File: src/rtl/dmem_arbiter.sv
// Two-port arbiter/sequencer for a single-port word memory: round-robin grant,
// byte-store read-modify-write, byte-load sign extension. Optional DMEM_ARB_FIXED_PRIORITY_EN.

module dmem_arbiter_lane (
    input  logic       sel,
    input  logic [7:0] old_byte,
    input  logic [7:0] new_byte,
    output logic [7:0] merged
);
    assign merged = sel ? new_byte : old_byte;
endmodule

module dmem_arbiter #(
    parameter int DEPTH_WORDS = 64
) (
    input  logic        clk,
    input  logic        reset,
    input  logic        r0_req,
    input  logic        r0_we,
    input  logic        r0_byte,
    input  logic [31:0] r0_addr,
    input  logic [31:0] r0_wdata,
    output logic        r0_done,
    output logic        r0_err,
    output logic [31:0] r0_rdata,
    input  logic        r1_req,
    input  logic        r1_we,
    input  logic        r1_byte,
    input  logic [31:0] r1_addr,
    input  logic [31:0] r1_wdata,
    output logic        r1_done,
    output logic        r1_err,
    output logic [31:0] r1_rdata,
    output logic        mem_we,
    output logic [31:0] mem_a,
    output logic [31:0] mem_wd,
    input  logic [31:0] mem_rd
);
    localparam int          NUM_LANES = 4;
    localparam logic [29:0] DEPTH_IDX = 30'(DEPTH_WORDS);

    typedef enum logic [1:0] {IDLE, ACCESS, RMW_WR, DONE} state_t;

    state_t      state;
    logic        gnt_id;
    logic        op_we;
    logic        op_byte;
    logic        op_oor;
    logic [1:0]  op_lane;
    logic [7:0]  op_wbyte;
`ifndef DMEM_ARB_FIXED_PRIORITY_EN
    logic        last_gnt;
`endif

    logic        any_req;
    logic        pick;
    logic        sel_we;
    logic        sel_byte;
    logic [31:0] sel_addr;
    logic [31:0] sel_wdata;
    logic        sel_oor;

    logic [NUM_LANES-1:0][7:0] rd_lanes;
    logic [NUM_LANES-1:0][7:0] rmw_lanes;
    logic [7:0]  ld_byte;
    logic [31:0] load_val;

    assign any_req = r0_req | r1_req;

    always_comb begin
        pick = 1'b0;
`ifdef DMEM_ARB_FIXED_PRIORITY_EN
        pick = ~r0_req;
`else
        if (r0_req && r1_req) pick = ~last_gnt;
        else                  pick = ~r0_req;
`endif
    end

    assign sel_we    = pick ? r1_we    : r0_we;
    assign sel_byte  = pick ? r1_byte  : r0_byte;
    assign sel_addr  = pick ? r1_addr  : r0_addr;
    assign sel_wdata = pick ? r1_wdata : r0_wdata;
    assign sel_oor   = (sel_addr[31:2] >= DEPTH_IDX);

    // Memory read data is live during ACCESS; both the RMW merge and the load
    // extraction are taken from it in that cycle.
    assign rd_lanes = mem_rd;

    for (genvar ln = 0; ln < NUM_LANES; ln++) begin : g_lane
        dmem_arbiter_lane u_lane (
            .sel      (op_lane == 2'(ln)),
            .old_byte (rd_lanes[ln]),
            .new_byte (op_wbyte),
            .merged   (rmw_lanes[ln])
        );
    end

    assign ld_byte  = rd_lanes[op_lane];
    assign load_val = op_byte ? {{24{ld_byte[7]}}, ld_byte} : mem_rd;

    always_ff @(posedge clk or posedge reset) begin
        if (reset) begin
            state    <= IDLE;
            gnt_id   <= 1'b0;
            op_we    <= 1'b0;
            op_byte  <= 1'b0;
            op_oor   <= 1'b0;
            op_lane  <= 2'b00;
            op_wbyte <= 8'h00;
`ifndef DMEM_ARB_FIXED_PRIORITY_EN
            last_gnt <= 1'b1;
`endif
            mem_we   <= 1'b0;
            mem_a    <= 32'h0;
            mem_wd   <= 32'h0;
            r0_done  <= 1'b0;
            r0_err   <= 1'b0;
            r0_rdata <= 32'h0;
            r1_done  <= 1'b0;
            r1_err   <= 1'b0;
            r1_rdata <= 32'h0;
        end else begin
            case (state)
                IDLE: begin
                    if (any_req) begin
                        gnt_id   <= pick;
`ifndef DMEM_ARB_FIXED_PRIORITY_EN
                        last_gnt <= pick;
`endif
                        op_we    <= sel_we;
                        op_byte  <= sel_byte;
                        op_oor   <= sel_oor;
                        op_lane  <= sel_addr[1:0];
                        op_wbyte <= sel_wdata[7:0];
                        mem_a    <= {sel_addr[31:2], 2'b00};
                        mem_wd   <= sel_wdata;
                        // Only an in-range word store writes in ACCESS.
                        mem_we   <= sel_we & ~sel_byte & ~sel_oor;
                        state    <= ACCESS;
                    end
                end
                ACCESS: begin
                    mem_we <= 1'b0;
                    if (!op_oor && op_we && op_byte) begin
                        mem_we <= 1'b1;
                        mem_wd <= rmw_lanes;
                        state  <= RMW_WR;
                    end else begin
                        r0_done <= ~gnt_id;
                        r1_done <= gnt_id;
                        if (op_oor) begin
                            r0_err <= ~gnt_id;
                            r1_err <= gnt_id;
                        end else if (!op_we) begin
                            if (gnt_id) r1_rdata <= load_val;
                            else        r0_rdata <= load_val;
                        end
                        state <= DONE;
                    end
                end
                RMW_WR: begin
                    mem_we  <= 1'b0;
                    r0_done <= ~gnt_id;
                    r1_done <= gnt_id;
                    state   <= DONE;
                end
                DONE: begin
                    r0_done  <= 1'b0;
                    r1_done  <= 1'b0;
                    r0_err   <= 1'b0;
                    r1_err   <= 1'b0;
                    r0_rdata <= 32'h0;
                    r1_rdata <= 32'h0;
                    state    <= IDLE;
                end
                default: state <= IDLE;
            endcase
        end
    end
endmodule

File: config.mk
export PLATFORM = sky130hd
export DESIGN_NAME = dmem_arbiter
export DESIGN_NICKNAME = d
export VERILOG_FILES = /design/src/rtl/dmem_arbiter.sv
export SDC_FILE = /design/constraint.sdc
export NUM_CORES = 1
export LEC_CHECK = 0
export ABC_AREA = 1
export CORE_MARGIN = 3
export CORE_UTILIZATION = 44
export CTS_CLUSTER_SIZE = 24
export DETAILED_ROUTE_END_ITERATION = 12
export PLACE_DENSITY_LB_ADDON = 0.12
export REMOVE_ABC_BUFFERS = 1
export SLEW_MARGIN = 10
export SYNTH_ARGS = -nofsm -noshare
export SYNTH_HDL_FRONTEND = slang
export SYNTH_SLANG_ARGS = --single-unit
File: constraint.sdc
create_clock -name clk -period 5.9 [get_ports clk]
set_clock_uncertainty 0.05 [all_clocks]
set_input_delay 1.18 -clock clk [delete_from_list [all_inputs] [get_ports clk]]
set_output_delay 1.18 -clock clk [all_outputs]
set_load 0.01 [all_outputs]
# Yosys cells after proc, flatten, opt, wreduce, memory -nomap -nowiden
# Cells that the tools add are included.
# Widths: inputs -> output; s select.
# classes
n_lt_le_gt_ge,2
eq_ne,14
mux,41
bitwise,8
reduce_logical,17
# op_table
op,count
$mux 32,13
$pmux 32 s2,3
$mux 8,5
$ge 30x7->1 const B,1
$bmux 8 s2,1
$ne 2x2->1 const B,8
$mux 1,12
$reduce_and 5->1,2
$pmux 1 s3,3
$eq 2x2->1 const B,4
$pmux 2 s4,1
$reduce_and 2->1,3
$reduce_and 3->1,2
$reduce_bool 3->1,2
$not 1->1,5
$eq 2x1->1 const B,2
$logic_not 2->1,2
$pmux 1 s2,2
$reduce_bool 2->1,2
$logic_and 1x1->1,3
$lt 2x3->1 const B,1
$and 1x1->1,2
$mux 2,1
$logic_not 1->1,1
$or 1x1->1,1
# totals
regBits,148
output_inout_bits,133
elab_cells,99

# Logic depth before layout (Yosys ltp)
# Gate-level depths: netlist of run 1.
# depth
depth_word,8
depth_mapped,12

# Modules after synthesis
# From an unflattened synthesis of run 1, not the netlist that was laid out.
# hier_totals
hier_cells,1063
hier_area_um2,7865.0
# by_module_without_submodules
mod,instances,cells_each,area_per_inst_um2,seq_area_each_um2
dmem_arbiter,1,959,7444.6,3704.8
dmem_arbiter_lane,4,26,105.1,0.0

# Worst setup path before layout of run 1
# OpenSTA, ideal clock, no wires.
# synth_path
path_type,input-to-reg
from,input port r0_req
to,register mem_we
arrival_ns,2.113
path_slack_ns,3.660
stages,9
path_buffers,2
cell_sequence,buf_2 buf_2 nand3_1 nand2_1 nor2_1 nand3_1 nor2_1 nand3_1 a21oi_1
# synth_between
elab_chain_len,8
# synth_lines
item,line_no,source
from (decl),18,"input logic r0_req,"
$logic_and 1x1->1 or $not 1->1 (tied branches),"75, 76",
$mux 1,75,if (r0_req && r1_req) pick = ~last_gnt;
$mux 32 or $mux 1 (tied branches),"82, 81",
$ge 30x7->1 or $not 1->1 (tied branches),"84, 139",
$not 1->1 or $and 1x1->1 (tied branches),139,mem_we <= sel_we & ~sel_byte & ~sel_oor;
$and 1x1->1,139,
$mux 1,126,if (any_req) begin
$pmux 1 s3,124,case (state)
to (signal assigned),139,
to (decl),34,"output logic mem_we,"
# Several ways; a longest one is shown, not always the timed one. The select of a mux whose other input is x is not followed.
# A chain may end at the register's enable or synchronous reset.

# Worst setup path after layout of run 1
# layout_path
from,input port r0_req
to,register mem_wd[6]
# layout_between
elab_chain_len,5
# layout_lines
item,line_no,source
$logic_and 1x1->1 or $not 1->1 (tied branches),"75, 76",
$mux 1,75,
$mux 32,83,assign sel_wdata = pick ? r1_wdata : r0_wdata;
$mux 32,126,
$pmux 32 s2,124,
to (signal assigned),137,mem_wd <= sel_wdata;
to (signal assigned),147,mem_wd <= rmw_lanes;
to (decl),36,"output logic [31:0] mem_wd,"
# Several ways; a longest one is shown, not always the timed one. The select of a mux whose other input is x is not followed.

==> results.txt, run 1 <==
* Actual transition at the worst max-transition pin: 1.08 ns
* Floorplan die width: ~140 um
* Smallest hold slack: about 0.42 ns
- Number of unique standard cell types used by synthesis: 33
- Switching share of total power: 42.3%
- For this design, the CTS-stage hold fixing added 0 buffers.
- Clock-pin slew was measured on the worst setup and hold paths at 0.06 ns.
- Met2 layer wire length in the routed design: 12.1 mm
- Hold Vio Cnt, Final: 0
- Worst vdd ir: 303 uV
- The first detailed-routing pass took 5 iterations.
* Initial detailed-routing violation count: 614
- Detailed routing inserted a total of just under 8,000 vias.
* Row Count: 47
* Startpoint class of the critical path: primary input
- Proportion of synthesized chip area in sequential cells: between 40 and 50%
- Worst reg2reg setup slack: approximately 2.4 ns
* Sum of internal, switching and leakage power: approximately 5.9 mW
* Final worst slack: 2.28 ns
- The number of global-route vias before repair was 7,602.
- After the last flow step, the layout net total stands at around 1,500.
* DR top layer: met5
- Internal power: about 3.4 mW
* Number of synthesized register bits: 148
- Cell chosen for the clock root: sky130_fd_sc_hd__clkbuf_16
* Switching component of the power: 2.49 mW
- Of all flip-flops after synthesis, the portion carrying an async set or reset was 100%.
- The H-tree generated during clock tree synthesis spans 4 levels.
- For this run, the total global-route usage over all layers was measured as 26.4%.
- The setup path with the least slack is of type in -> reg.
- The clock network is responsible for between 10% and 20% of the overall power.
- Of the total synthesized cell area, the portion taken by full adders, half adders and majority gates is less than 1%.
- Simple-gate share of the synthesized area: 25.1%
- Placed cell areas: between 10,000 and 15,000 um^2
- Number of cells in the finished layout apart from fillers: 1,512
- Setup Fix Bufs, Post-CTS: 0
- The run finished with clean final reports.
* Floorplan Core Area: between 15,000 and 20,000 um^2
- Routed WL per cell: about 17 um
* Top library cells by usage in the layout, fill and taps aside: sky130_fd_sc_hd__nand2_1 (325), sky130_fd_sc_hd__clkdlybuf4s50_1 (298), sky130_fd_sc_hd__o21ai_0 (152)
- Mapped cell area: 7690 um^2
* Clock period minus worst slack: around 3.6 ns
- The first global-routing pass estimated 40.9 mm of wire.
- Aggregate global routing overflow: 0
- In this run, CTS created clock tree buffers numbering 17.
- After routing, the total negative slack on setup checks comes to 0 ns.
* Count of mapped cells out of synthesis: slightly above 1,000
* Yosys top cell area share: 47.8%
- The path class of the tightest hold or removal check is reg -> reg.
- The die is ~140 um tall.
- Cells with a size suffix above 1 make up 5.19% of the layout.
- Routability-driven placement finished with a final weighted congestion of 0.867.
* Final core occ: ~67%
- In the routed design, unresolved DRC markers number 0.
- Cell taking the most area after synthesis: sky130_fd_sc_hd__dfrtp_1
- Commonest non-fill, non-tap cell in the layout: sky130_fd_sc_hd__nand2_1
- Normalized max-slew margin: 27.6%
- Avg Inst Size Synth: 7.56 um^2
- The startpoint identified for the worst register-to-register timing path is state[0].
* Number of gates given a new drive strength after cts: 0
* Critical-path cell with the highest stage delay: sky130_fd_sc_hd__a21oi_4
- For this configuration, the core starts out at a cell density of 45.7%.
- In the post-synthesis netlist, the biggest area contributors are sky130_fd_sc_hd__dfrtp_1 (48%), sky130_fd_sc_hd__nand2_1 (16%), sky130_fd_sc_hd__o21ai_0 (9.9%), sky130_fd_sc_hd__nand3_1 (4.2%), sky130_fd_sc_hd__nor2_1 (3.5%).
- PD cells: roughly 520 nW/um^2
- Met1 wire length: 10.2 mm
- Min-delay src: mem_wd[30]
- Count of buffers from port buffering: 298
- For this design the static power due to leakage is 5.28 nW.
- Primary FF master, synth: sky130_fd_sc_hd__dfrtp_1
- STA puts the critical path data arrival time at 3.88 ns.
- The share of total power dissipated in sequential elements is about 30%.
* Io pins: 301
- Summing the areas of all compound-gate instances in the mapped netlist gives 16.9% of the synthesized area.
* RSZ-0062 raised after global routing: false
- Area Overhead vs Synth: 46.4%
- Cell depth of the worst hold path: 2
- Met3 WL post-DR: approximately 2.2 mm
- The worst register-to-register path ends at r1_rdata[11].
- After synthesis, the largest family of logic cells by area is simple AND/OR/NAND/NOR gates.
- The number of max-slew violations in the final report came to 0.
- The number of antenna violations at the first check in global routing came to 5.
* Number of failing setup endpoints in the final timing report: 0
- Endpoint with the worst hold slack: mem_wd[30]
* Post-route ant nets: 0
* Slowest stage delay, CP: 0.74 ns
- CTS tree: built
- In this run, synthesis inferred 0 flip-flops with an integrated enable.
- Final critical-path share of the clock period: 61.3%
* Post-synthesis mux area share: 1.33%
- Proportion of power drawn by combinational gates: 52.6%
- For the worst flop-to-flop path, the logic depth is 7.
- The routed design has 25.5 mm of wire.
- At the later pin of the worst-skew pair, clock insertion delay measures 0.43 ns.
* Most common cell on crit path: sky130_fd_sc_hd__nand2_1
* Warnings, synthesis: 0
- In this run, placement finished with an instance count of 1,479.
* Required time worst endpoint: 6.17 ns
* Maximum clock rate: 276 MHz
- Walking the worst path, the cells encountered are clkdlybuf4s50_1 -> buf_4 -> inv_1 -> nand3_1 -> nand2_1 -> a21oi_4 -> inv_2 -> nand2_1 -> nand2_1.
- The clock passes through at most 2 buffers.
- Detailed Place HPWL: 18.2 mm
* Clock Sinks: 148
- Category of the worst setup path capture point: flip-flop
- Worst setup timing slack at the placement stage: 1.84 ns
- Number of max-cap violations: 0
* Post-DR vias/cell: between 5 and 6
* Highest fanout seen on the critical path: 33
- Of the total synthesized cell area, the portion taken by XOR and XNOR cells is 0%.
- Final non-filler cell area: 11,300 um^2
- Entering global routing, the biggest net connects 62 pins.
* DIE AREA: ~19,000 um^2
-- state kept, by name, summed over array words and instances, names as in the netlist, 2 cells and up --
name and count:
mem_a 30, mem_wd 32, op_lane 2, op_wbyte 8, r0_rdata 32, r1_rdata 32, state 2
-- cell families after synthesis --
family	after synthesis
AOI/OAI and AO/OA	243
adders and majority gates	4
buffers and inverters	134
DFF	148
muxes	10
other	1
and+or+nand+nor	477
-- cells in the mapped netlist (10+ instances only) --
| master | count |
|---|---|
| sky130_fd_sc_hd__nand3_1 | 64 |
| sky130_fd_sc_hd__nor2_1 | 72 |
| sky130_fd_sc_hd__o21ai_1 | 10 |
| sky130_fd_sc_hd__dfrtp_1 | 147 |
| sky130_fd_sc_hd__o22ai_1 | 13 |
| sky130_fd_sc_hd__buf_2 | 28 |
| sky130_fd_sc_hd__a31oi_1 | 23 |
| sky130_fd_sc_hd__nand2_1 | 325 |
| sky130_fd_sc_hd__o21ai_0 | 152 |
| sky130_fd_sc_hd__inv_1 | 58 |
| sky130_fd_sc_hd__clkbuf_1 | 24 |
| sky130_fd_sc_hd__a21oi_1 | 38 |
-- layer usage --
| layer | vias to the layer above | track usage (%) |
|---|---|---|
| li1 | 3855 | - |
| met1 | 3642 | 33.0 |
| met2 | 337 | 42.8 |
| met3 | 63 | 7.98 |
| met4 | 8 | 11.1 |
| met5 | - | 0 |
-- worst max-delay path, delay by kind of cell --
kind            cells  cell delay [ns]
buf+inv             4             1.38
compound gates      1             0.74
simple gates        4             0.55
-- power groups by stage --
stage	combinational, mW	sequential, mW	clock (mW)
6_report	3.10	1.77	1.02
5_1_grt	3.46	1.83	1.07
4_1_cts	3.13	1.77	1.03
3_5_place_dp	3.12	1.78	0
3_3_place_gp	3.07	1.77	0
2_1_floorplan	1.42	1.95	0
-- how the worst max path moves through the flow --
stage                  start            to  slack [ns]
floorplan              reset        gnt_id        0.69
global placement      r0_req     mem_wd[7]        1.91
detailed placement    r0_req     mem_wd[6]        1.84
CTS                   r0_req     mem_wd[6]        2.27
global route        state[1]  r1_rdata[11]        2.02
finish                r0_req     mem_wd[6]        2.28
-- layout make-up --
cell class | instances | area [um^2]
Fill cell | 1486 | 5560
Timing Repair Buffer | 310 | 3070
Sequential cell | 148 | 3700
Inverter | 65 | 249
Clock inverter | 13 | 98.8
Antenna cell | 1 | 2.50
Tap cell | 220 | 275
Multi-Input combinational cell | 736 | 3410
Clock buffer | 19 | 453
(Power assumes the default switching activity.)
==> run 2: changes to the inputs <==
--- a/config.mk
+++ b/config.mk
@@ -7,7 +7,7 @@
 export LEC_CHECK = 0
 export ABC_AREA = 1
 export CORE_MARGIN = 3
-export CORE_UTILIZATION = 44
+export CORE_UTILIZATION = 40
 export CTS_CLUSTER_SIZE = 24
 export DETAILED_ROUTE_END_ITERATION = 12
 export PLACE_DENSITY_LB_ADDON = 0.12
==> constraint.sdc (replaced) <==
create_clock -name clk -period 3 [get_ports clk]
set_clock_uncertainty 0.05 [all_clocks]
set_input_delay 0.6 -clock clk [delete_from_list [all_inputs] [get_ports clk]]
set_output_delay 0.6 -clock clk [all_outputs]
set_load 0.01 [all_outputs]
==> run 2 against run 1 <==
Compared with the run above:
- hold slack better by 0.0022 ns
- design area up 2.3%
- final cell count up 1.9%
- highest routed layer unchanged
- combinational power up 100%
- critical endpoint is now r0_rdata[27]
- via count about the same
- first-iteration DRC count down 11%
- register-to-register slack worse by 1.8 ns
- critical path depth down 2
- die area up 9.6%
- clock power up 120%
- largest power group unchanged
==> results.txt, run 2 (synthesis gave the netlist of run 1 again) <==
- The sum of routed wire length over all layers came to 27.4 mm (+7.8%).
* Number of gates given a new drive strength after cts: 0 (unchanged)
- Cell chosen for the clock root: sky130_fd_sc_hd__clkbuf_16
- The number of buffer cells added on primary ports is 298 (unchanged).
- The max-cap check violation count came to 0 (unchanged).
* Final non-filler cell area: 11,500 um^2 (+2.3%)
* First-pass iteration count of the detailed router: 5 (unchanged)
* Highest fanout seen on the critical path: 25 (-24%)
- Worst reg2reg setup slack: 0.57 ns (-1.83 ns)
- By startpoint and endpoint, the worst setup path is classified as reg -> reg.
- The row count was 50 (+6.4%).
- The number of antenna violations at the first check in global routing came to 1 (-4).
- Top library cells by usage in the layout, fill and taps aside: sky130_fd_sc_hd__nand2_1 (325), sky130_fd_sc_hd__clkdlybuf4s50_1 (298), sky130_fd_sc_hd__o21ai_0 (152)
- The wire length of the first global-routing pass is 42.2 mm (+3.1%).
* Initial core utilization: 41.0% (-4.7 points)
- The number of global-route vias before repair came to 7,798 (+2.6%).
* Floorplan Core Area: 18,800 um^2 (+12%)
- The clock net sink count came to 148 (unchanged).
- The number of endpoints failing setup at the final stage was 0 (unchanged).
- Largest registers in the final layout: mem_wd x32, r0_rdata x32, r1_rdata x32
- The total number of nets in the final design came to 1,465 (+1.0%).
* DIE AREA: 20,900 um^2 (+9.6%)
* Detailed Place HPWL: 20.3 mm (+11%)
- The data required time of the worst path was 3.25 ns (-2.92 ns).
* Placed cell areas: 10,900 um^2 (+1.8%)
* Residual DRC: 0 (unchanged)
* Final critical-path share of the clock period: 81.1%
- The routed wire length per instance came to 17.8 um (+5.8%).
- The buffer count from post-CTS setup fixing was 0 (unchanged).
- Category of the worst setup path capture point: flip-flop
- The routability congestion estimate from global placement came to 0.827 (-4.6%).
- Compared with the post-synthesis result, the final layout area differs by 49.8%.
* Post-route ant nets: 0 (unchanged)
* Run status: finished clean
* Startpoint class of the critical path: flip-flop
- The average vias per placed instance came to 5.13 (-1.8%).
* Normalized max-slew margin: 50.0% (+22 points)
- Total GRT Usage: 26.1% (-0.26 points)
- Total CTS buffers: 17 (unchanged)
- The endpoint arrival time on the critical path is 2.69 ns (-1.19 ns).
- The maximum number of pins on one net before global-route repair was 56 (-9.7%).
* Maximum clock rate: 411 MHz
- RSZ-0062 raised after global routing: false
* Die height: 145 um (+4.7%)
- CTS tree: built
* Worst vdd ir: 558 uV (+84%)
- CTS Buffer Depth: 2 (unchanged)
- Hold Vio Cnt, Final: 0 (unchanged)
* Inserted Diodes: 0 (-1)
- Path type of the worst min-delay path: reg -> reg
- The pin slew with the least headroom to its limit is 0.748 ns (-0.336 ns).
- PD cells: 1050 nW/um^2 (+100%)
* Clock latency at the later pin of the worst-skew pair: 0.42 ns (about the same)
- The number of H-tree branching levels came to 4 (unchanged).
- Io pins: 301 (unchanged)
- The chip width was 145 um (+4.7%).
* Fraction of final layout cells with drive strength greater than 1: 6.28% (+1.1 points)
- Clock transition time at the flip-flop clock pins of the worst setup and hold paths: 0.06 ns (about the same)
- Post-CTS Hold Fix Bufs: 0 (unchanged)
- Final core occ: 61.4% (-5.6 points)
- The first-iteration detailed-routing DRC count is 549 (-11%).
- The detailed-route via count is 7,907 (+0.025%).
* Count of final max-slew check failures: 0 (unchanged)
* Aggregate global routing overflow: 0 (unchanged)
* Leakage component of the power: 5.40 nW (+2.2%)
- Commonest non-fill, non-tap cell in the layout: sky130_fd_sc_hd__nand2_1
- The routed design could run at a clock period as short as 2.43 ns.
==> run 2: critical path, cell delays in order (launching register included) <==
cell	delay [ns]
sky130_fd_sc_hd__dfrtp_1	0.42
sky130_fd_sc_hd__ha_1	0.24
sky130_fd_sc_hd__inv_2	0.35
sky130_fd_sc_hd__nor3_1	0.16
sky130_fd_sc_hd__a21oi_4	0.46
sky130_fd_sc_hd__inv_2	0.37
sky130_fd_sc_hd__nand3_1	0.20
sky130_fd_sc_hd__nand2_1	0.06
==> run 2: area by class of cell <==
| class | count | area, um^2 |
|---|---|---|
| Fill cell | 1727 | 7250 |
| Tap cell | 234 | 293 |
| Sequential cell | 148 | 3700 |
| Clock buffer | 19 | 443 |
| Clock inverter | 13 | 171 |
| Inverter | 65 | 249 |
| Multi-Input combinational cell | 736 | 3420 |
| Timing Repair Buffer | 325 | 3240 |
==> run 2: path summary, 6_finish.rpt <==
path                             from            to  depth (start not counted)
min reg2reg                mem_wd[11]    mem_wd[11]                          2
min in group asynchronous       reset  r1_rdata[15]                          2
max in group asynchronous       reset   r1_rdata[0]                          3
max reg2reg                  state[0]  r0_rdata[27]                          7
max                          state[0]  r0_rdata[27]                          7
min                        mem_wd[11]    mem_wd[11]                          2
==> run 2: stage by stage <==
stage	cells	worst slack [ns]	hold slack, ns	setup TNS (ns)	total power, mW
global route	1540	0.331	0.443	0	13.0
floorplan	949	-1.63	0.425	-267.85	6.63
detailed placement	1508	0.369	0.410	0	9.89
CTS	1540	0.531	0.424	0	12.2
finish	1540	0.566	0.421	0	12.1
global placement	1508	0.422	0.405	0	9.79
==> run 2: metal layers <==
metal,share of wire (%),up-vias,global-route usage [%]
li1,-,3880,-
met1,41,3630,33.8
met2,47,344,42.4
met3,9.0,51,7.82
met4,2.6,2,8.25
met5,0.033,-,0
==> run 2: where the power goes <==
part	internal, mW	leakage [nW]	total, mW	switching [mW]
Clock	1.35	0.295	2.25	0.903
Sequential	2.94	1.83	3.51	0.565
Combinational	2.72	3.27	6.33	3.60
Total	7.01	5.40	12.1	5.07
==> run 3: changes to the inputs <==
--- a/config.mk
+++ b/config.mk
@@ -7,7 +7,7 @@
 export LEC_CHECK = 0
 export ABC_AREA = 1
 export CORE_MARGIN = 3
-export CORE_UTILIZATION = 40
+export CORE_UTILIZATION = 44
 export CTS_CLUSTER_SIZE = 24
 export DETAILED_ROUTE_END_ITERATION = 12
 export PLACE_DENSITY_LB_ADDON = 0.12
==> constraint.sdc (replaced) <==
create_clock -name clk -period 2.45 [get_ports clk]
set_clock_uncertainty 0.05 [all_clocks]
set_input_delay 0.49 -clock clk [delete_from_list [all_inputs] [get_ports clk]]
set_output_delay 0.49 -clock clk [all_outputs]
set_load 0.01 [all_outputs]
==> run 3 against run 2 <==
Compared with the run above:
- maximum frequency is 21% higher
- clock power is 14% higher
- sequential share of layout area hardly changed
- sequential cell count stayed put
- global-route usage is 0.36 points higher
- utilization is 7.2 points higher
- critical path type unchanged
- largest cell class unchanged
- largest power group unchanged
==> results.txt, run 3 (synthesis gave the netlist of run 1 again) <==
- Run status: finished clean
- Detailed Place HPWL: 18.9 mm (-6.8%)
- Number of gates given a new drive strength after cts: 0 (unchanged)
* Largest registers in the final layout: mem_wd x32, r0_rdata x32, r1_rdata x32
- The slowest stage of the critical path belongs to the cell sky130_fd_sc_hd__inv_2.
- WP data arrival: 2.33 ns (-0.36 ns)
- TritonCTS built the clock tree.
* PD cells: 1260 nW/um^2 (+20%)
- # placed instances: 1,503 (-0.33%)
* Highest fanout seen on the critical path: 32 (+28%)
- The worst-case setup slack after placement is 0.00991 ns (-0.359 ns).
* Routed WL per cell: 16.7 um (-6.2%)
* Commonest non-fill, non-tap cell in the layout: sky130_fd_sc_hd__nand2_1
* Clock latency at the later pin of the worst-skew pair: 0.43 ns (about the same)
- The maximum root-to-sink buffer count was 2 (unchanged).
- The die span in y is 138 um (-4.5%).
- Switching share of total power: 41.9% (-0.091 points)
- Aggregate global routing overflow: 0 (unchanged)
- The signal on the critical path passes through inv_1 -> ha_1 -> buf_4 -> o31ai_2 -> nand2_1 -> a21oi_4 -> inv_2 -> nand2_1 -> nand2_1.
- The placeable core region was 16,800 um^2 (-10%).
* Normalized max-slew margin: 59.7% (+9.8 points)
* Total CTS buffers: 17 (unchanged)
- The chip width is 138 um (-4.5%).
* Final worst slack: 0.432 ns (-0.134 ns)
- Clock Sinks: 148 (unchanged)
- The pin slew with the least headroom to its limit was 0.603 ns (-0.145 ns).
* Internal power: 8.44 mW (+20%)
- The sum of routed wire length over all layers was 25.7 mm (-6.4%).
- Hold Vio Cnt, Final: 0 (unchanged)
- Area Overhead vs Synth: 50.0%
- Cell chosen for the clock root: sky130_fd_sc_hd__clkbuf_16
* Total GRT Usage: 26.5% (+0.36 points)
- The worst setup path is of the reg -> reg kind.
* Worst vdd ir: 796 uV (+43%)
- The number of endpoints failing setup at the final stage came to 0 (unchanged).
- Flop pwr share: 29.4% (+0.4 points)
- The combinational share of power came to 52.9% (+0.5 points).
- Fraction of final layout cells with drive strength greater than 1: 6.92% (+0.64 points)
- The number of buffer cells added on primary ports came to 298 (unchanged).
- Post-CTS Hold Fix Bufs: 0 (unchanged)
* Post-route ant nets: 0 (unchanged)
- STA classifies the critical path startpoint as a flip-flop.
- The reported net switching power was 6.08 mW (+20%).
* Setup Fix Bufs, Post-CTS: 0 (unchanged)
- The fmax came to 496 MHz (+21%).
- The worst hold path belongs to the class in -> async.
* First-pass iteration count of the detailed router: 5 (unchanged)
- Number of cells in the finished layout apart from fillers: 1,537 (-0.19%)
- The first-iteration detailed-routing DRC count was 439 (-20%).
- DR vias: 7,993 (+1.1%)
- The starting density of the core is 45.7% (+4.7 points).
- The final period demand of the worst path came to 2.02 ns (-0.416 ns).
* Slowest stage delay, CP: 0.45 ns (about the same)
- Number of max-cap violations: 0 (unchanged)
- Placer's final routability congestion estimate: 0.859 (+3.8%)
* Leakage component of the power: 5.42 nW (+0.45%)
- In the layout the commonest cells are sky130_fd_sc_hd__nand2_1 (325), sky130_fd_sc_hd__clkdlybuf4s50_1 (298), sky130_fd_sc_hd__o21ai_0 (152).
- H-tree depth: 4 (unchanged)
- The I/O pin total was 301 (unchanged).
- Row Count: 47 (-6.0%)
- The wire length of the first global-routing pass is 40.7 mm (-3.4%).
* RSZ-0062 raised after global routing: false
- Initial antenna violation count: 3 (+2)
- Count of final max-slew check failures: 0 (unchanged)
- DIE AREA: 19,100 um^2 (-8.7%)
- Relative contribution of the clock network to total power: 17.7% (-0.9 points)
- The DRC violation count after routing is 0 (unchanged).
* Post-DR vias/cell: 5.20 (+1.3%)
* Net total in the final layout: 1,474 (+0.61%)
- The maximum number of pins on one net before global-route repair came to 58 (+3.6%).
- Clock transition time at the flip-flop clock pins of the worst setup and hold paths: 0.07 ns (about the same)
* Final critical-path share of the clock period: 82.4% (+1.2 points)
- Category of the worst setup path capture point: flip-flop
* Via count of the first global-routing pass: 7,784 (-0.18%)
- The data required time of the worst path was 2.76 ns (-0.49 ns).
- Most common cell on crit path: sky130_fd_sc_hd__nand2_1
-- run 3: cell types whose count changed in the layout (fill, tap and decap cells not counted), moves of 2 or more --
cell                        previous run  this run
sky130_fd_sc_hd__buf_4                23        31
sky130_fd_sc_hd__a21oi_4               5         3
sky130_fd_sc_hd__diode_2               0         2
sky130_fd_sc_hd__bufinv_16             3         1
sky130_fd_sc_hd__a21oi_2               0         2
sky130_fd_sc_hd__inv_6                 6         8
-- run 3: final cells by class --
| type | count | area [um^2] |
|---|---|---|
| Sequential cell | 148 | 3700 |
| Tap cell | 220 | 275 |
| Timing Repair Buffer | 334 | 3320 |
| Inverter | 65 | 249 |
| Clock inverter | 14 | 139 |
| Antenna cell | 2 | 5.00 |
| Clock buffer | 18 | 439 |
| Fill cell | 1446 | 5280 |
| Multi-Input combinational cell | 736 | 3410 |
-- run 3: path summary, 6_finish.rpt --
path	startpoint	to	slack (ns)	cells after the start
max reg2reg	state[1]	mem_wd[7]	0.43	9
min in group clk	mem_wd[16]	mem_wd[16]	0.42	2
min	reset	mem_wd[23]	0.41	2
max	state[1]	mem_wd[7]	0.43	9
max in group asynchronous	reset	mem_a[29]	1.29	3
min reg2reg	mem_wd[16]	mem_wd[16]	0.42	2
-- run 3: routing by layer --
layer	part of all wire [%]	wire length [um]	GRT usage, %	vias up
met5	0.031	8	0	-
met1	40	10300	32.9	3716
met4	2.3	594	7.59	2
met2	49	12600	44.9	328
met3	8.5	2180	8.01	39
li1	-	-	-	3908
-- run 3: per-stage QoR --
step | power [mW] | hold slack, ns | cell area [um^2] | setup TNS, ns | util [%]
final | 14.5 | 0.414 | 11500 | 0 | 68.6
after global routing | 15.7 | 0.438 | 11500 | 0 | 68.6
after CTS | 14.6 | 0.423 | 11500 | 0 | 68.6
after detailed placement | 12.0 | 0.409 | 11000 | 0 | 65.1
after global placement | 11.9 | 0.404 | 11000 | 0 | 65.1
after floorplan | 8.12 | 0.425 | 7330 | -384.66 | -
-- run 3: critical path: cells and delay by family (launching register included) --
family / cells / cell delay, ns
and+or+nand+nor: 3 / 0.35
AOI/OAI and AO/OA: 2 / 0.14
buffers and inverters: 3 / 0.80
DFF: 1 / 0.39
adders and majority gates: 1 / 0.21
-- run 3: power groups by stage --
stage / clock, mW / sequential, mW / combinational (mW)
4_1_cts: 2.60 / 4.27 / 7.73
5_1_grt: 2.71 / 4.42 / 8.53
3_3_place_gp: 0 / 4.29 / 7.56
6_report: 2.57 / 4.27 / 7.69
2_1_floorplan: 0 / 4.69 / 3.43
3_5_place_dp: 0 / 4.30 / 7.70
